<file path="src/rtl/ts_sel_pkg.sv">
// rtl/ts_sel_pkg.sv - shared state type, constants and vector slice helper for ts_channel_selector
package ts_sel_pkg;

  typedef enum logic [2:0] {
    ST_IDLE,
    ST_CONFIG,
    ST_AUTO,
    ST_EVAL,
    ST_DECIDE,
    ST_MANUAL
  } sel_state_t;

  localparam logic        MODE_AUTO      = 1'b0;
  localparam logic        MODE_MANUAL    = 1'b1;
  localparam logic [15:0] SWITCH_CNT_MAX = 16'hFFFF;
  localparam int          VEC_MAX        = 1024;

  // Field idx of width w (w <= 32) from a packed per-channel vector, zero-extended.
  function automatic logic [31:0] vec_slice(input logic [VEC_MAX-1:0] vec,
                                            input int unsigned idx,
                                            input int unsigned w);
    logic [VEC_MAX-1:0] shifted;
    shifted = vec >> (idx * w);
    return shifted[31:0] & ~(32'hFFFF_FFFF << w);
  endfunction

endpackage

</file>
<file path="src/rtl/ts_presence_tracker.sv">
// rtl/ts_presence_tracker.sv - evaluation window counter, sticky per-channel presence and window snapshot
module ts_presence_tracker #(
  parameter int NUM_CH  = 4,
  parameter int TIMER_W = 20
) (
  input  logic               clk,
  input  logic               rst_n,
  input  logic               clear,
  input  logic               run,
  input  logic [TIMER_W-1:0] window,
  input  logic [NUM_CH-1:0]  valid,
  output logic               window_done,
  output logic [NUM_CH-1:0]  present_snap
);

  logic [TIMER_W-1:0] count_q;
  logic [TIMER_W-1:0] win_last;
  logic [NUM_CH-1:0]  sticky_q;

  // A zero-length window behaves as a one-cycle window.
  assign win_last    = (window == '0) ? '0 : window - 1'b1;
  assign window_done = run && (count_q == win_last);

  always_ff @(posedge clk or negedge rst_n) begin
    if (!rst_n) begin
      count_q      <= '0;
      sticky_q     <= '0;
      present_snap <= '0;
    end else begin
      if (clear || window_done) begin
        count_q <= '0;
      end else if (run) begin
        count_q <= count_q + 1'b1;
      end
      // valid on the clearing cycle still lands in the fresh window
      sticky_q <= ((clear || window_done) ? '0 : sticky_q) | valid;
      if (window_done) begin
        present_snap <= sticky_q;
      end
    end
  end

endmodule

</file>
<file path="src/rtl/ts_channel_selector.sv">
// rtl/ts_channel_selector.sv - manual/auto TS input channel selector with windowed priority scan
// Optional saturating switch counter built when TS_SEL_SWITCH_STATS_EN is defined.
module ts_channel_selector
  import ts_sel_pkg::*;
#(
  parameter int NUM_CH  = 4,
  parameter int CH_W    = $clog2(NUM_CH),
  parameter int CNT_W   = 8,
  parameter int TIMER_W = 20
) (
  input  logic                   clk,
  input  logic                   rst_n,
  input  logic [NUM_CH-1:0]      valid,
  input  logic [NUM_CH*CNT_W-1:0] err_count,
  input  logic                   cfg_write,
  input  logic                   cfg_manual_en,
  input  logic [CH_W-1:0]        cfg_manual_ch,
  input  logic [NUM_CH*CH_W-1:0] cfg_priority,
  input  logic [TIMER_W-1:0]     cfg_window,
  input  logic [CNT_W-1:0]       cfg_hysteresis,
  input  logic                   cfg_fallback_en,
  output logic [CH_W-1:0]        mux_sel,
  output logic                   mux_en,
  output logic                   cnt_clear,
  output logic                   switch_pulse,
  output logic [NUM_CH-1:0]      signal_present,
  output logic [15:0]            switch_count
);

  sel_state_t state_q, state_d;

  logic                    sh_manual_en;
  logic [CH_W-1:0]         sh_manual_ch;
  logic [NUM_CH*CH_W-1:0]  sh_priority;
  logic [TIMER_W-1:0]      sh_window;
  logic [CNT_W-1:0]        sh_hyst;
  logic                    sh_fallback;

  logic [NUM_CH*CNT_W-1:0] err_snap;
  logic [CH_W-1:0]         idx;
  logic [CH_W-1:0]         best_ch;
  logic [CH_W-1:0]         best_pos;
  logic [CH_W-1:0]         cur_pos;
  logic [CNT_W-1:0]        best_err;
  logic                    best_valid;
  logic                    cur_found;
  logic                    window_done;

  logic [CH_W-1:0]         prio_first;
  logic [CH_W-1:0]         eval_ch;
  logic [CNT_W-1:0]        eval_err;
  logic [CNT_W-1:0]        cur_err;
  logic                    cur_present;
  logic [CNT_W:0]          best_margin;
  logic                    best_first;
  logic                    do_switch;
  logic                    switch_now;

  ts_presence_tracker #(
    .NUM_CH  (NUM_CH),
    .TIMER_W (TIMER_W)
  ) u_presence (
    .clk          (clk),
    .rst_n        (rst_n),
    .clear        (state_q == ST_CONFIG),
    .run          (state_q == ST_AUTO),
    .window       (sh_window),
    .valid        (valid),
    .window_done  (window_done),
    .present_snap (signal_present)
  );

  assign prio_first  = CH_W'(vec_slice(VEC_MAX'(sh_priority), 0, CH_W));
  assign eval_ch     = CH_W'(vec_slice(VEC_MAX'(sh_priority), 32'(idx), CH_W));
  assign eval_err    = CNT_W'(vec_slice(VEC_MAX'(err_snap), 32'(eval_ch), CNT_W));
  assign cur_err     = CNT_W'(vec_slice(VEC_MAX'(err_snap), 32'(mux_sel), CNT_W));
  assign cur_present = signal_present[mux_sel];

  // One extra bit so best_err + hysteresis never wraps below cur_err.
  assign best_margin = {1'b0, best_err} + {1'b0, sh_hyst};
  assign best_first  = !cur_found || (best_pos < cur_pos);
  assign do_switch   = best_valid &&
                       (!cur_present ||
                        ((best_ch != mux_sel) && (best_margin < {1'b0, cur_err})) ||
                        (sh_fallback && (best_margin <= {1'b0, cur_err}) && best_first));
  assign switch_now  = (state_q == ST_DECIDE) && !cfg_write && do_switch;

  always_ff @(posedge clk or negedge rst_n) begin
    if (!rst_n) begin
      state_q <= ST_IDLE;
    end else begin
      state_q <= state_d;
    end
  end

  always_comb begin
    state_d = state_q;
    if (cfg_write) begin
      state_d = ST_CONFIG;
    end else begin
      case (state_q)
        ST_IDLE:   state_d = ST_IDLE;
        ST_CONFIG: state_d = (sh_manual_en == MODE_MANUAL) ? ST_MANUAL : ST_AUTO;
        ST_AUTO:   if (window_done) state_d = ST_EVAL;
        ST_EVAL:   if (idx == CH_W'(NUM_CH - 1)) state_d = ST_DECIDE;
        ST_DECIDE: state_d = ST_AUTO;
        ST_MANUAL: state_d = ST_MANUAL;
        default:   state_d = ST_IDLE;
      endcase
    end
  end

  always_ff @(posedge clk or negedge rst_n) begin
    if (!rst_n) begin
      sh_manual_en <= 1'b0;
      sh_manual_ch <= '0;
      sh_priority  <= '0;
      sh_window    <= '0;
      sh_hyst      <= '0;
      sh_fallback  <= 1'b0;
      err_snap     <= '0;
      idx          <= '0;
      best_ch      <= '0;
      best_pos     <= '0;
      cur_pos      <= '0;
      best_err     <= '0;
      best_valid   <= 1'b0;
      cur_found    <= 1'b0;
      mux_sel      <= '0;
      mux_en       <= 1'b0;
      cnt_clear    <= 1'b0;
      switch_pulse <= 1'b0;
    end else begin
      cnt_clear    <= 1'b0;
      switch_pulse <= 1'b0;
      if (cfg_write) begin
        sh_manual_en <= cfg_manual_en;
        sh_manual_ch <= cfg_manual_ch;
        sh_priority  <= cfg_priority;
        sh_window    <= cfg_window;
        sh_hyst      <= cfg_hysteresis;
        sh_fallback  <= cfg_fallback_en;
      end
      case (state_q)
        ST_CONFIG: begin
          mux_en    <= 1'b1;
          cnt_clear <= 1'b1;
          mux_sel   <= (sh_manual_en == MODE_AUTO) ? prio_first : sh_manual_ch;
        end
        ST_AUTO: begin
          if (window_done) begin
            err_snap   <= err_count;
            idx        <= '0;
            best_valid <= 1'b0;
            cur_found  <= 1'b0;
          end
        end
        ST_EVAL: begin
          // Strict compare keeps the earlier priority entry on equal error counts.
          if (signal_present[eval_ch] && (!best_valid || (eval_err < best_err))) begin
            best_valid <= 1'b1;
            best_ch    <= eval_ch;
            best_err   <= eval_err;
            best_pos   <= idx;
          end
          if ((eval_ch == mux_sel) && !cur_found) begin
            cur_found <= 1'b1;
            cur_pos   <= idx;
          end
          idx <= idx + 1'b1;
        end
        ST_DECIDE: begin
          if (!cfg_write) begin
            cnt_clear <= 1'b1;
          end
          if (switch_now) begin
            mux_sel      <= best_ch;
            switch_pulse <= 1'b1;
          end
        end
        default: ;
      endcase
    end
  end

`ifdef TS_SEL_SWITCH_STATS_EN
  logic [15:0] sw_cnt_q;

  always_ff @(posedge clk or negedge rst_n) begin
    if (!rst_n) begin
      sw_cnt_q <= '0;
    end else if (switch_now && (sw_cnt_q != SWITCH_CNT_MAX)) begin
      sw_cnt_q <= sw_cnt_q + 16'd1;
    end
  end

  assign switch_count = sw_cnt_q;
`else
  assign switch_count = 16'h0000;
`endif

endmodule

</file>
<file path="config.mk">
export PLATFORM = sky130hd
export DESIGN_NAME = ts_channel_selector
export DESIGN_NICKNAME = d
export VERILOG_FILES = /design/src/rtl/ts_sel_pkg.sv /design/src/rtl/ts_presence_tracker.sv /design/src/rtl/ts_channel_selector.sv
export SDC_FILE = /design/constraint.sdc
export NUM_CORES = 1
export LEC_CHECK = 0
export CAP_MARGIN = 10
export CORE_MARGIN = 2
export CORE_UTILIZATION = 30
export DETAILED_ROUTE_END_ITERATION = 10
export SYNTH_ARGS = -nofsm -noshare
export SYNTH_HDL_FRONTEND = slang
export SYNTH_SLANG_ARGS = --single-unit
</file>
<file path="constraint.sdc">
create_clock -name clk -period 4 [get_ports clk]
set_input_delay 0.8 -clock clk [delete_from_list [all_inputs] [get_ports clk]]
set_output_delay 0.8 -clock clk [all_outputs]
set_load 0.005 [all_outputs]
</file>
==> metrics.md <==
| Metric | Value |
|---|---|
| CP peak stage delay | 0.59 ns |
| Vias in the first global route | 5390 |
| Post-synthesis cell count | 661 |
| Die area | 0.0265 sq mm |
| Clock Path Buffers | 2 |
| R2R Setup Slk | 0.19 ns |
| CTS Sinks | 126 |
| Die width | 163 um |
| Crit path top cell by count | or4_4 |
| Clk slew on worst S/H paths | 0.06 ns |
| Critical path class | flop to flop |
| Final ANT Viol Nets | 0 |
| Die Y-Extent | 163 um |
| Crit path time final | 3.81 ns |
| CP startpoint kind | flop |
| Post-synthesis compound-gate area fraction | 0.0888 |
| Fill count | 2500 |
| RSZ-0062 raised after global routing | false |
| Count of final setup violators | 0 |
| Post-Synth Simple-Gate Area | 0.124 |
| Crit-path max FO | 21 |
| Largest family of logic cells by synthesized area | multiplexers |
| WP data required | 4.29 ns |
| Vias per cell | 4.92 |
| Min Hold Slack | 0.467 ns |
| Largest net degree at the start of global routing | 70 |
| Number of synthesized flops with an enable pin | 0 |
| Warnings, synthesis | 0 |
| Post-synth top area share | 0.417 |
| Power Density | 454 mW/mm^2 |
| Worst R2R End | err_snap[23]$_DFFE_PN0P_ |
| Worst-path cell chain | or4_4 > or4_4 > buf_4 > o21ai_0 > a2bb2oi_1 > a2111oi_0 > o2111ai_1 > or4_4 > clkbuf_16 > mux2_4 |
| Global-route usage over all layers | 0.143 |
| Hold WC Path Type | flop to flop |
| RePlAce Congestion | 0.825 |
| Sequential element share of the synthesized area | 0.417 |
| Initial antenna violation count | 0 |
| Multiplexer area fraction after synthesis | 0.207 |
| Synth Area in XOR/XNOR | 0.0598 |
| Drt drc | 0 |
| Area delta synth->final | 23.7% |
| Max-slew violations | 0 |
| Max frequency | 262 MHz |
| # diodes | 0 |
| Static leakage | 0.00403 uW |
| Core footprint | 0.0250 sq mm |
| R2R depth | 10 |
| CTS Buf Count | 17 |
| Vias | 5413 |
| Arrival time worst endpoint | 4.10 ns |
| Share of layout cells above drive strength 1 | 0.225 |
| Slew @ Worst Pin | 0.909 ns |
| Worst hold path cell count | 1 |
| Yosys reg bits | 126 |
| Peak supply drop | 0.238 mV |
| DP HPWL | 13.7 mm |
| Relative slew slack | 0.394 |
| CTS tree | yes |
| Fin crit share | 0.953 |
| Root buf cell | clkbuf_16 |
| Asr flop ratio synth | 1.00 |
| Hold Buf Count CTS | 0 |
| Post-Synth Adder-Cell Area | 0.0473 |
| HP Start | mux_en$_DFFE_PN0P_ |
| Area leader, netlist | dfrtp_1 |
| Max_cap viols | 0 |
| H-tree depth | 4 |
| Synth unique cells | 71 |
| Synth Flop Type | dfrtp_1 |
| Status | finished clean |
| I/O pins | 104 |
| Crit end category | flop |
| Post-Syn Area | 0.00757 sq mm |
| Clock latency on the worst-skew pair | 0.41 ns |
| Hold Path End | mux_en$_DFFE_PN0P_ |
| Syn_area_per_cell | 11.5 sq um |
| Avg WL per Cell | 16.7 um |
| Port bufs | 87 |
| Total length of routed wires | 18.4 mm |
| Global-route wire length before repair | 29.3 mm |
| Final-stage net count | 864 |
| Dominant cells by area after synthesis | dfrtp_1 42%, mux2_2 8.3%, mux2_4 6.0% |
| Hold Violations, Final | 0 |
| Setup TNS | 0 ns |
| Most frequent cells in the layout | 126 x dfrtp_1, 85 x clkdlybuf4s50_1, 56 x mux2_2 |
| Clock skew | 0.0105 ns |
| Global route overflow | 0 |
| CP max stage cell | or4_4 |
| Num rows | 58 |
| Initial core utilization | 0.303 |
| DR pass1 iterations | 4 |
| DRT iter0 DRCs | 256 |
| Commonest non-fill, non-tap cell in the layout | dfrtp_1 |
| Worst r2r src | sh_window[11]$_DFFE_PN0P_ |
cells in the mapped netlist, drive strengths merged (3+ instances only):
| master | n |
|---|---|
| dfrtp | 126 |
| mux2 | 86 |
| nor2 | 45 |
| inv | 30 |
| ha | 27 |
| buf | 24 |
| clkbuf | 24 |
| o21ai | 24 |
| a21oi | 23 |
| xor2 | 23 |
| nand2 | 22 |
| xnor2 | 21 |
| mux4 | 19 |
| nand4 | 17 |
| nand3 | 13 |
| nor3 | 10 |
| o21bai | 9 |
| a21o | 7 |
| nand2b | 7 |
| nor4 | 7 |
| o21a | 7 |
| or3 | 7 |
| mux2i | 6 |
| nor2b | 6 |
| or2 | 6 |
| or4 | 6 |
| nand3b | 4 |
| o211ai | 4 |
| and3b | 3 |
| nand4b | 3 |
| nor4b | 3 |
| o31ai | 3 |
| xnor3 | 3 |
final cells by class:
type	count	area, sq um	share of cell area
sequential	126	3150	0.337
timing repair buffer	110	1070	0.114
clock buffer	21	440	0.0471
clock inverter	11	118	0.0126
inverter	30	113	0.0120
multi-input combinational	472	4060	0.433
tap	330	413	0.0441
per-stage QoR:
| step | power, uW | std cells | instance area (sq um) | utilization | setup slack [ns] |
|---|---|---|---|---|---|
| after global routing | 4490 | 1100 | 9360 | 0.375 | 0.0580 |
| after detailed placement | 2800 | 1066 | 8770 | 0.351 | 0.135 |
| after floorplan | 2360 | 676 | 7630 | - | 0.242 |
| final | 4250 | 1100 | 9360 | 0.375 | 0.189 |
| after global placement | 2780 | 1066 | 8770 | 0.351 | 0.182 |
| after CTS | 4290 | 1098 | 9330 | 0.374 | 0.115 |
metal layers:
layer	vias to the layer above	track usage	wire length (um)
li1	2570	-	-
met1	2691	0.197	8600
met2	134	0.224	8680
met3	18	0.0385	922
met4	0	0.0346	219
met5	-	0	0
registers in the layout, summed over array words and instances (netlist names), 3 cells and up:
signal	cells
err_snap	32
sh_window	20
u_presence.count_q	20
best_err	8
sh_hyst	8
sh_priority	8
u_presence.present_snap	4
u_presence.sticky_q	4
state_q	3
cells by family after synthesis:
family / count (synthesis)
AOI/OAI and AO/OA: 101
xor gates and xnor gates: 47
adders and majority gates: 28
buffers and inverters: 78
DFF: 126
muxes: 111
other: 1
and+or+nand+nor: 169
how the worst max path moves through the flow:
stage / from / to / slack [ns] / depth (start not counted)
final: sh_window[11]$_DFFE_PN0P_ / err_snap[23]$_DFFE_PN0P_ / 0.19 / 10
after global routing: sh_window[11]$_DFFE_PN0P_ / err_snap[23]$_DFFE_PN0P_ / 0.06 / 9
after CTS: sh_window[11]$_DFFE_PN0P_ / err_snap[6]$_DFFE_PN0P_ / 0.12 / 9
after detailed placement: sh_window[11]$_DFFE_PN0P_ / err_snap[6]$_DFFE_PN0P_ / 0.13 / 9
after global placement: sh_window[11]$_DFFE_PN0P_ / err_snap[8]$_DFFE_PN0P_ / 0.18 / 9
after floorplan: idx[0]$_DFFE_PN0P_ / best_ch[0]$_DFFE_PN0P_ / 0.24 / 11
critical path: cells and delay by family, from the launching register on:
kind,cells,cell delay [ns]
and+or+nand+nor,3,1.66
muxes,1,0.30
AOI/OAI and AO/OA,4,0.86
DFF,1,0.43
buffers and inverters,2,0.41
power by group:
part | leakage [uW] | internal [uW] | switching, uW
sequential | 0.00156 | 1390 | 151
combinational | 0.00220 | 644 | 588
clock | 0.000271 | 913 | 562
timing repair:
action,in CTS,in global routing
buffers inserted,0,1
resized for setup,0,2
setup endpoints to repair,0,33
endpoints found under the hold margin,0,0
(Power assumes the default switching activity.)
